## src/rtl/series_pkg.sv

```systemverilog
// Shared types and helpers for the series sequencer and its multicycle helpers.
package series_pkg;

  typedef enum logic [2:0] {
    S_IDLE  = 3'd0,
    S_LOAD  = 3'd1,
    S_CALC  = 3'd2,
    S_ACC   = 3'd3,
    S_CHECK = 3'd4,
    S_DONE  = 3'd5,
    S_ERR   = 3'd6
  } state_e;

  localparam int STATE_W = 3;

  typedef struct packed {
    logic load;
    logic en;
  } dp_ctrl_t;

  localparam int DP_CTRL_W = $bits(dp_ctrl_t);

  // Smallest width w with 2**w >= value.
  function automatic int clog2(input int value);
    int result;
    result = 0;
    while ((1 << result) < value) result++;
    return result;
  endfunction

endpackage

```

## src/rtl/series_wait_cnt.sv

```systemverilog
// Latency down-counter: load arms it with LAT-1, expire is high once it reaches zero.
module series_wait_cnt
  import series_pkg::*;
#(
  parameter int LAT = 2
) (
  input  logic clk,
  input  logic rst,
  input  logic load,
  input  logic en,
  output logic expire
);

  localparam int W = (LAT > 1) ? clog2(LAT) : 1;

  logic [W-1:0] cnt_q, cnt_d;

  always_comb begin
    cnt_d = cnt_q;
    if (load) begin
      cnt_d = W'(LAT - 1);
    end else if (en && (cnt_q != '0)) begin
      cnt_d = cnt_q - 1'b1;
    end
  end

  always_ff @(posedge clk) begin
    if (rst) begin
      cnt_q <= '0;
    end else begin
      cnt_q <= cnt_d;
    end
  end

  assign expire = (cnt_q == '0);

endmodule

```

## src/rtl/series_ctrl.sv

```systemverilog
// Sequencer for the iterative series datapath: load, wait out term latency,
// capture one term per pass, finish after N_TERMS terms or on overflow.
module series_ctrl
  import series_pkg::*;
#(
  parameter int N_TERMS = 8,
  parameter int MUL_LAT = 2,
  parameter int CNT_W   = 4
) (
  input  logic             clk,
  input  logic             rst,
  input  logic             start,
  input  logic             abort,
  input  logic             overflow_in,
  output logic             dp_load,
  output logic             dp_en,
  output logic             dp_clr,
  output logic [CNT_W-1:0] term_idx,
  output logic             busy,
  output logic             done,
  output logic             error
);

  if (CNT_W < clog2(N_TERMS + 1)) begin : g_bad_cnt_w
    $error("series_ctrl: CNT_W too narrow to hold N_TERMS");
  end
  if (N_TERMS < 1) begin : g_bad_n_terms
    $error("series_ctrl: N_TERMS must be at least 1");
  end
  if (MUL_LAT < 1) begin : g_bad_mul_lat
    $error("series_ctrl: MUL_LAT must be at least 1");
  end

  localparam logic [CNT_W-1:0] TERM_MAX = CNT_W'(N_TERMS);

  state_e           state_q, state_d;
  logic [CNT_W-1:0] term_q, term_d;
  dp_ctrl_t         dp_q, dp_d;
  logic             busy_q, busy_d;
  logic             done_q, done_d;
  logic             error_q, error_d;
  logic             wait_load, wait_en, wait_expire;

  series_wait_cnt #(
    .LAT(MUL_LAT)
  ) u_wait_cnt (
    .clk   (clk),
    .rst   (rst),
    .load  (wait_load),
    .en    (wait_en),
    .expire(wait_expire)
  );

  always_comb begin
    state_d   = state_q;
    term_d    = term_q;
    wait_load = 1'b0;
    wait_en   = 1'b0;
    if (abort && (state_q != S_IDLE)) begin
      state_d = S_IDLE;
    end else begin
      case (state_q)
        S_IDLE: begin
          if (start && !abort) state_d = S_LOAD;
        end
        S_LOAD: begin
          term_d    = '0;
          wait_load = 1'b1;
          state_d   = S_CALC;
        end
        S_CALC: begin
          wait_en = 1'b1;
          if (wait_expire) state_d = S_ACC;
        end
        S_ACC: begin
          if (term_q != TERM_MAX) term_d = term_q + 1'b1;
          state_d = S_CHECK;
        end
        S_CHECK: begin
          // Overflow outranks completion so a bad last term still reports error.
          if (overflow_in) begin
            state_d = S_ERR;
          end else if (term_q == TERM_MAX) begin
            state_d = S_DONE;
          end else begin
            wait_load = 1'b1;
            state_d   = S_CALC;
          end
        end
        S_DONE:  state_d = S_IDLE;
        S_ERR:   state_d = S_IDLE;
        default: state_d = S_IDLE;
      endcase
    end

    dp_d.load = (state_d == S_LOAD);
    dp_d.en   = (state_d == S_LOAD) || (state_d == S_ACC);
    busy_d    = (state_d != S_IDLE);
    done_d    = (state_d == S_DONE);
    error_d   = (state_d == S_ERR);
  end

  always_ff @(posedge clk) begin
    if (rst) begin
      state_q <= S_IDLE;
      term_q  <= '0;
      dp_q    <= '0;
      busy_q  <= 1'b0;
      done_q  <= 1'b0;
      error_q <= 1'b0;
    end else begin
      state_q <= state_d;
      term_q  <= term_d;
      dp_q    <= dp_d;
      busy_q  <= busy_d;
      done_q  <= done_d;
      error_q <= error_d;
    end
  end

  assign dp_load  = dp_q.load;
  assign dp_en    = dp_q.en;
  assign dp_clr   = abort && busy_q;
  assign term_idx = term_q;
  assign busy     = busy_q;
  assign done     = done_q;
  assign error    = error_q;

endmodule
```

## config.mk

```make
export PLATFORM = sky130hd
export DESIGN_NAME = series_ctrl
export DESIGN_NICKNAME = d
export VERILOG_FILES = /design/src/rtl/series_pkg.sv /design/src/rtl/series_wait_cnt.sv /design/src/rtl/series_ctrl.sv
export SDC_FILE = /design/constraint.sdc
export NUM_CORES = 1
export LEC_CHECK = 0
export BUFFER_PORTS_ARGS = -buffer_cell sky130_fd_sc_hd__buf_2
export CORE_UTILIZATION = 50
export DETAILED_ROUTE_END_ITERATION = 8
export PLACE_DENSITY = 0.79
export RECOVER_POWER = 100
export SLEW_MARGIN = 10
export SYNTH_ARGS = -nofsm -noshare
export SYNTH_HDL_FRONTEND = slang
export SYNTH_SLANG_ARGS = --single-unit
export TNS_END_PERCENT = 10
```

## constraint.sdc

```tcl
create_clock -name clk -period 1.65 [get_ports clk]
set_input_delay 0.33 -clock clk [delete_from_list [all_inputs] [get_ports clk]]
set_output_delay 0.33 -clock clk [all_outputs]
set_load 0.02 [all_outputs]
```

==> results.cfg, run 1 <==
[floorplanning]
die_area_um2 = 1452
die_w_um = 38.11
ios = 15
fp.dieH_um = 38.11
core_area_um2 = 1156
fp-row-count = 12
initial_core_util = 0.5639

[drt]
routedWlPerCell_um = 13.42
routed_wl_um = 1423
drc = 0
antenna_left = 0
first_pass_iters = 4
vias_per_cell = 5.736
dr_total_vias = 608
drt_iter0_drc = 17

[sta]
finalSetupViolCount = 0
rsz0062_at_grt = false
max_freq_mhz = 663.5
final_hold_viol_count = 0
fin_skew_ns = 0.006970
final_max_slew_viol_count = 0
timing.final.crit_share = 0.9134
fin_hold_ws_ns = 0.2826
maxSlewHeadroom = 0.6907
tightest_slew_ns = 0.4629
tns_ns = 0
fin_crit_ns = 1.507

[grt]
grt_usage = 0.2421
grt_max_degree = 11
antenna_found_initial = 0
grt_first_pass_wirelength_um = 2366
overflow = 0
grt_pass1_vias = 515

[worst_setup_path]
end_kind = flop
critPathMaxFanout = 5
cp_slowest_stage_delay_ns = 0.48
worst_path_max_delay_cell = or4_1
cp-start-kind = flop
cp.arrival_ns = 1.72
crit_path_cell_trace = or3b_1, or4_1, a21oi_1
timing.rr.start = state_q[0]
cp_num_buf_inv = 0
cp-startpoint = state_q[0]
required_ns = 1.87
crit_family = simple AND/OR/NAND/NOR gates
path_class = flop to flop

[place]
dp_hpwl_um = 1046
io_buffers = 14
gp_congestion = 0.8119
dp.cells = 102

[synthesis]
synth_top_family_by_area = simple AND/OR/NAND/NOR gates
synth_mux_area_frac = 0
yosys.area_share.adder = 0.05374
syn-num-nets = 82
synth-simple-area-share = 0.2956
yosysUniqueCellTypes = 34
synth_area_um2 = 651.9
postSynthCellCount = 75
synth_compound_area_frac = 0.1708
ys_seq_elements = 13
ys_warn_count = 0
avgSynthCellArea_um2 = 8.692
ys_seq_area_frac = 0.3992
synth-xor-area-share = 0.01344

[clocking]
cts_buffers = 3
ctsHoldBuffers = 0
path_clk_slew_ns = 0.08
clockBufferDepth = 2
clockRootBuffer = clkbuf_4
htree_levels = 1
clock_latency_ns = 0.27
cts_tree = done
cts_sinks = 13
cts-resized-gates = 0
post_cts_buffers = 0

[power]
power_density_nw_per_um2 = 858.8
ir_worst_vdd_uv = 397.5
power_leakage_nw = 0.2926

[worst_hold_path]
min_path_type = input port to flop
hp-start = overflow_in

[cells_and_area]
layout-drive-gt1-share = 0.1196
nNetsFinal = 100
multi_input_area_um2 = 345.3
final_core_util = 0.6472
antenna_cells = 0
area_growth_pct = 14.78
fin_cells = 106
regArea_um2 = 260.3
fillCellCount = 110

[flow_run]
cap_violations = 0

[run_status]
status = finished clean
==> stage by stage <==
step           instance area (um^2)  worst slack [ns]  total power (W)
3_3_place_gp                  740.7            0.1623        0.0004548
3_5_place_dp                  740.7            0.1449        0.0004572
4_1_cts                       767.0            0.1443        0.0006525
6_report                      748.2            0.1429        0.0006425
2_1_floorplan                 651.9            0.1446        0.0004261
5_1_grt                       748.2          0.002498        0.0006833
==> cells by family (layout without fill, tap and decap cells) <==
logic type | after synthesis | in the layout
flip-flops | 13 | 13
AO/OA/AOI/OAI | 17 | 17
XOR/XNOR | 1 | 1
AND/OR/NAND/NOR | 32 | 32
adder cells (fa/ha/maj) | 3 | 3
buffers and inverters | 9 | 26
==> path summary, 6_finish.rpt <==
path                      end  slack [ns]  cells after the start
hold / removal           done        0.28                      2
hold reg to reg   term_idx[0]        0.54                      2
setup reg to reg  term_idx[3]        0.14                      3
setup / recovery  term_idx[3]        0.14                      3
==> placed cells by master (no fill, tap or decap), types with 2 or more instances in the layout <==
cell type  netlist  routed
a211oi_1         2       2
ha_1             2       2
clkbuf_1         2      12
inv_1            4       4
nor3_1           4       4
nand2_1          5       5
buf_2            2       4
a21oi_1          3       3
dfxtp_1         13      13
nand3_1          2       2
nand3b_1         2       2
nor2_1           2       2
buf_4            0       3
nor3b_1          3       3
o21ai_0          5       5
nor2b_1          4       4
clkbuf_4         0       3
and2_1           2       2
==> report_power, final <==
part	total (W)	leakage, nW	switching (W)	internal [W]
clock	0.000197	0.0150	0.000104	0.0000937
sequential	0.000341	0.105	0.0000125	0.000328
combinational	0.000104	0.172	0.0000624	0.0000421
total	0.000643	0.293	0.000178	0.000464
==> flip-flops by register name (all words and copies together) (netlist names) <==
register and count:
term_idx 4, dp_en 1, state_q 3, error 1
dp_load 1, done 1, u_wait_cnt.cnt_q 1, busy 1
==> final cells by class <==
| cell class | count | share of cell area |
|---|---|---|
| Multi-Input combinational cell | 53 | 0.4615 |
| Tap cell | 14 | 0.02341 |
| Sequential cell | 13 | 0.3478 |
| Timing Repair Buffer | 18 | 0.1120 |
| Clock buffer | 4 | 0.03512 |
| Inverter | 4 | 0.02007 |
==> cell usage after synthesis <==
cell type  count  area share
a2111oi_0      1       0.013
a211oi_1       2       0.023
a21boi_0       1       0.012
a21oi_1        3       0.023
a22oi_1        1       0.012
and2_1         2       0.019
and3_1         1      0.0096
and3b_1        1       0.013
buf_2          2       0.015
buf_6          1       0.017
clkbuf_1       2       0.012
dfxtp_1       13        0.40
ha_1           2       0.038
inv_1          4       0.023
maj3_1         1       0.015
nand2_1        5       0.029
nand2b_1       1      0.0096
nand3_1        2       0.015
nand3b_1       2       0.023
nand4_1        1      0.0096
nor2_1         2       0.012
nor2b_1        4       0.038
nor3_1         4       0.031
nor3b_1        3       0.035
nor4b_1        1       0.013
o21ai_0        5       0.038
o22ai_1        1      0.0096
o311a_1        1       0.015
o31ai_1        1       0.012
o32ai_1        1       0.013
or2_2          1      0.0096
or3b_4         1       0.017
or4_1          1       0.012
xor2_1         1       0.013
==> per-layer routing <==
layer / vias to the layer above / GRT usage / wire, um / part of all wire
met5: - / 0 / 0 / 0
met4: 0 / 0.1339 / 11 / 0.0077
met3: 2 / 0.03488 / 92 / 0.065
met2: 29 / 0.3432 / 591 / 0.42
met1: 272 / 0.3440 / 727 / 0.51
li1: 305 / - / - / -
No activity file was read; power rests on OpenSTA's default activity.
==> run 2: changes to the inputs <==
--- a/config.mk
+++ b/config.mk
@@ -10,6 +10,7 @@
 export DETAILED_ROUTE_END_ITERATION = 8
 export PLACE_DENSITY = 0.79
 export RECOVER_POWER = 100
+export REMOVE_ABC_BUFFERS = 1
 export SLEW_MARGIN = 10
 export SYNTH_ARGS = -nofsm -noshare
 export SYNTH_HDL_FRONTEND = slang
==> run 2 against run 1 <==
Total power up 0.28%. Worst setup slack better by 0.046 ns. Maximum frequency up 3.2%. Count of clock-buffer cells in the layout unchanged. Register-to-register slack better by 0.05 ns. Worst hold slack worse by 0.012 ns. Sequential cell count unchanged. Largest cell class unchanged. Clock skew down 0.0039 ns. Combinational power about the same.
==> results.cfg, run 2 (synthesized netlist as in run 1, its figures left out) <==
[power]
power_leakage_nw = 0.2967
ir_worst_vdd_uv = 397.9
power_density_nw_per_um2 = 856.8

[worst_setup_path]
required_ns = 1.86
worst_path_max_delay_cell = or4_1
path_class = flop to flop
crit_path_cell_trace = or3b_1, or4_1, a21oi_1
cp.arrival_ns = 1.67
critPathMaxFanout = 4
crit_family = simple AND/OR/NAND/NOR gates
cp-startpoint = state_q[0]
cp-start-kind = flop
r2r_slack_ns = 0.19
end_kind = flop
cp_num_buf_inv = 0
timing.rr.start = state_q[0]
cp_slowest_stage_delay_ns = 0.48

[place]
io_buffers = 14
gp_congestion = 0.7981
dp_hpwl_um = 946.3
place_area_um2 = 740.7

[drt]
drc = 0
dr_total_vias = 593
first_pass_iters = 4
routedWlPerCell_um = 12.59
antenna_left = 0
vias_per_cell = 5.594
drt_iter0_drc = 16
routed_wl_um = 1335

[sta]
finalSetupViolCount = 0
maxSlewHeadroom = 0.6986
tns_ns = 0
tightest_slew_ns = 0.4511
final_hold_viol_count = 0
fin_crit_ns = 1.461
max_freq_mhz = 684.6
rsz0062_at_grt = false
fin_skew_ns = 0.003056
final_max_slew_viol_count = 0
timing.final.crit_share = 0.8853
fin_hold_ws_ns = 0.2701

[clocking]
cts_sinks = 13
post_cts_buffers = 0
clockBufferDepth = 2
path_clk_slew_ns = 0.08
htree_levels = 1
clockRootBuffer = clkbuf_4
clock_latency_ns = 0.28
ctsHoldBuffers = 0
cts_buffers = 3
cts-resized-gates = 0
cts_tree = done

[cells_and_area]
layout_commonest_cell = dfxtp_1
area_growth_pct = 15.36
mostFrequentLayoutCells = dfxtp_1, clkbuf_1, nand2_1, o21ai_0
nNetsFinal = 100
largest_reg_flops = 4
post-route-cell-area_um2 = 752.0
antenna_cells = 0
layout-drive-gt1-share = 0.1304

[floorplanning]
fp-row-count = 12
ios = 15
fp.dieH_um = 38.11
die_area_um2 = 1452
die_w_um = 38.11
core_area_um2 = 1156
initial_core_util = 0.5639

[grt]
grt_first_pass_wirelength_um = 2352
antenna_found_initial = 0
overflow = 0
grt_usage = 0.2380
grt_pass1_vias = 546
grt_max_degree = 11

[worst_hold_path]
min_path_type = input port to flop
hp-start = overflow_in

[flow_run]
cap_violations = 0

[run_status]
status = finished clean
## run 2: final timing paths
check	to	cells after the start
hold / removal	done	2
setup / recovery	term_idx[3]	3
hold reg to reg	term_idx[0]	2
setup reg to reg	term_idx[3]	3
## run 2: power breakdown
part,switching [W],total [W],internal (W),leakage (nW)
registers,0.0000110,0.000339,0.000328,0.105
logic,0.0000630,0.000107,0.0000443,0.176
clock network,0.000104,0.000198,0.0000938,0.0150
total,0.000178,0.000644,0.000466,0.297
## run 2: layout make-up
type,instances,area [um^2]
Inverter,4,15.01
Tap cell,14,17.52
Sequential cell,13,260.3
Clock buffer,4,26.28
Timing Repair Buffer,18,87.58
Fill cell,102,404.1
Multi-Input combinational cell,53,345.3
## run 2: stage by stage
step | util | power, W | instances | setup slack [ns]
2_1_floorplan | - | 0.0004127 | 70 | 0.1733
3_3_place_gp | 0.6407 | 0.0004533 | 102 | 0.1746
3_5_place_dp | 0.6407 | 0.0004558 | 102 | 0.1469
4_1_cts | 0.6634 | 0.0006511 | 106 | 0.2002
5_1_grt | 0.6504 | 0.0006847 | 106 | 0.05689
6_report | 0.6504 | 0.0006443 | 106 | 0.1892
## run 2: worst reg2reg max path, stage by stage (launching register included)
cell and delay, ns:
dfxtp_1 0.37, or3b_1 0.41, or4_1 0.48, a21oi_1 0.14
## run 2: per-layer routing
metal	vias to the layer above	global-route usage	wire length (um)
met3	4	0.05233	52
met1	268	0.3018	644
met4	0	0.1339	28
met2	16	0.3686	609
met5	-	0	0
li1	305	-	-
==> run 3: changes to the inputs <==
--- a/config.mk
+++ b/config.mk
@@ -6,7 +6,7 @@
 export NUM_CORES = 1
 export LEC_CHECK = 0
 export BUFFER_PORTS_ARGS = -buffer_cell sky130_fd_sc_hd__buf_2
-export CORE_UTILIZATION = 50
+export CORE_UTILIZATION = 51
 export DETAILED_ROUTE_END_ITERATION = 8
 export PLACE_DENSITY = 0.79
 export RECOVER_POWER = 100
@@ -14,5 +14,6 @@
 export SLEW_MARGIN = 10
 export SYNTH_ARGS = -nofsm -noshare
 export SYNTH_HDL_FRONTEND = slang
+export SYNTH_HIERARCHICAL = 1
 export SYNTH_SLANG_ARGS = --single-unit
 export TNS_END_PERCENT = 10
==> run 3 against run 2 <==
Combinational power fell by 45%. Routed wire length about the same. Critical path depth increased by 2. Core utilization shrank 3.9 points. Final area rose by 7.2%. Register-to-register slack worse by 0.05 ns.
==> results.cfg, run 3 <==
[run_status]
status = finished clean

[synthesis]
yosys.area_share.adder = 0.04966
yosysUniqueCellTypes = 39
avgSynthCellArea_um2 = 9.368
synth_mux_area_frac = 0.01370
synth_edf_count = 0
async_flop_share = 0
synth_area_um2 = 730.7
synth-simple-area-share = 0.3442
synth_flop_cell = dfxtp_1
synth_top_family_by_area = simple AND/OR/NAND/NOR gates
ys_seq_elements = 13
synth_commonest_cells = dfxtp_1, inv_1, nand3b_1
yosys.area.top_type_share = 0.3562
yosysTopAreaCell = dfxtp_1
ys_top_cells_by_area = dfxtp_1, nand3b_1, nor3_2, or4b_1, nor4b_1
postSynthCellCount = 78
synth-xor-area-share = 0.01199
ys_warn_count = 6
synth_compound_area_frac = 0.1507
ys_seq_area_frac = 0.3562
yosysMostFrequentCell = dfxtp_1

[cells_and_area]
area_growth_pct = 10.27
antenna_cells = 0
fillCellCount = 117
largest_reg_flops = 4
final_core_util = 0.6116
mostFrequentLayoutCells = dfxtp_1, clkbuf_1, inv_1, nand3b_1, nor3_1
regArea_um2 = 261.5
multi_input_area_um2 = 400.4
layout-drive-gt1-share = 0.1505
layout_commonest_cell = dfxtp_1
nNetsFinal = 101

[worst_setup_path]
critPathMaxFanout = 4
cp.arrival_ns = 1.71
cp-start-kind = flop
required_ns = 1.85
end_kind = flop
path_class = flop to flop

[floorplanning]
core_area_um2 = 1318
fp-row-count = 13
die_w_um = 39.85
ios = 15
fp.dieH_um = 39.85
die_area_um2 = 1588
initial_core_util = 0.5546

[sta]
tns_ns = 0
maxSlewHeadroom = 0.6744
finalSetupViolCount = 0
setup_slack_ns = 0.1369
final_hold_viol_count = 0
fin_crit_ns = 1.513
max_freq_mhz = 660.9
fin_skew_ns = 0.004998
rsz0062_at_grt = false
tightest_slew_ns = 0.4878
final_max_slew_viol_count = 0
timing.final.crit_share = 0.9170
fin_hold_ws_ns = 0.3379

[power]
ir_worst_vdd_uv = 619.8
power_density_nw_per_um2 = 718.9
power_leakage_nw = 0.3002

[clocking]
cts-resized-gates = 0
clockBufferDepth = 2
ctsHoldBuffers = 0
post_cts_buffers = 0
htree_levels = 1
clock_latency_ns = 0.27
cts_sinks = 13
path_clk_slew_ns = 0.08
cts_tree = done
cts_buffers = 3
clockRootBuffer = clkbuf_4

[grt]
grt_usage = 0.1946
antenna_found_initial = 0
grt_max_degree = 18
overflow = 0
grt_first_pass_wirelength_um = 2063
grt_pass1_vias = 484

[place]
dp_hpwl_um = 974.8
gp_congestion = 0.7478
post-place-ws_ns = 0.1359
io_buffers = 14

[drt]
vias_per_cell = 5.694
routed_wl_um = 1336
dr_total_vias = 615
routedWlPerCell_um = 12.37
first_pass_iters = 4
drc = 0
drt_iter0_drc = 15
antenna_left = 0

[flow_run]
cap_violations = 0

[worst_hold_path]
min_path_type = input port to flop
[run 3: cell type report]
class | instances | share of cell area
tap | 15 | 0.02329
clock buffer | 4 | 0.03261
inverter | 5 | 0.02329
timing repair buffer | 17 | 0.09938
sequential | 13 | 0.3245
multi-input combinational | 54 | 0.4969
[run 3: power by group]
group	leakage (nW)	total, W	switching (W)	internal (W)
sequential	0.106	0.000329	0.00000800	0.000321
combinational	0.179	0.0000584	0.0000347	0.0000237
clock	0.0150	0.000192	0.0000985	0.0000934
[run 3: per-layer routing]
layer	routed length, um	up-vias	track usage
li1	-	320	-
met1	716	277	0.2705
met2	568	18	0.2910
met3	51	0	0.03409
met4	0	0	0.07759
met5	0	-	0
[run 3: worst paths after layout]
| check | endpoint | slack, ns | startpoint | depth (start not counted) |
|---|---|---|---|---|
| min | u_wait_cnt/cnt_q | 0.34 | rst | 2 |
| max | term_idx[1] | 0.14 | term_idx[0] | 5 |
| max reg2reg | term_idx[1] | 0.14 | term_idx[0] | 5 |
| min reg2reg | u_wait_cnt/cnt_q | 0.49 | u_wait_cnt/cnt_q | 2 |
[run 3: worst max-delay path, stage by stage, from the launching register on]
cell     delay, ns
dfxtp_1       0.33
inv_1         0.05
ha_1          0.22
and4b_4       0.20
or4b_1        0.49
a21oi_1       0.15
[run 3: metrics by stage]
stage               instance area (um^2)  std cells  power [W]
floorplan                          695.7         72  0.0003733
global placement                   807.0        104  0.0003982
detailed placement                 807.0        104  0.0003983
CTS                                833.3        108  0.0005887
global route                       805.8        108  0.0006036
finish                             805.8        108  0.0005793
[run 3: kinds of logic (layout without fill, tap and decap cells)]
| kind of cell | after synthesis | in the layout |
|---|---|---|
| simple gates | 34 | 34 |
| compound gates | 15 | 15 |
| flops | 13 | 13 |
| buf+inv | 11 | 26 |
| fa+ha+maj | 3 | 3 |
| xor+xnor | 1 | 1 |
| mux | 1 | 1 |
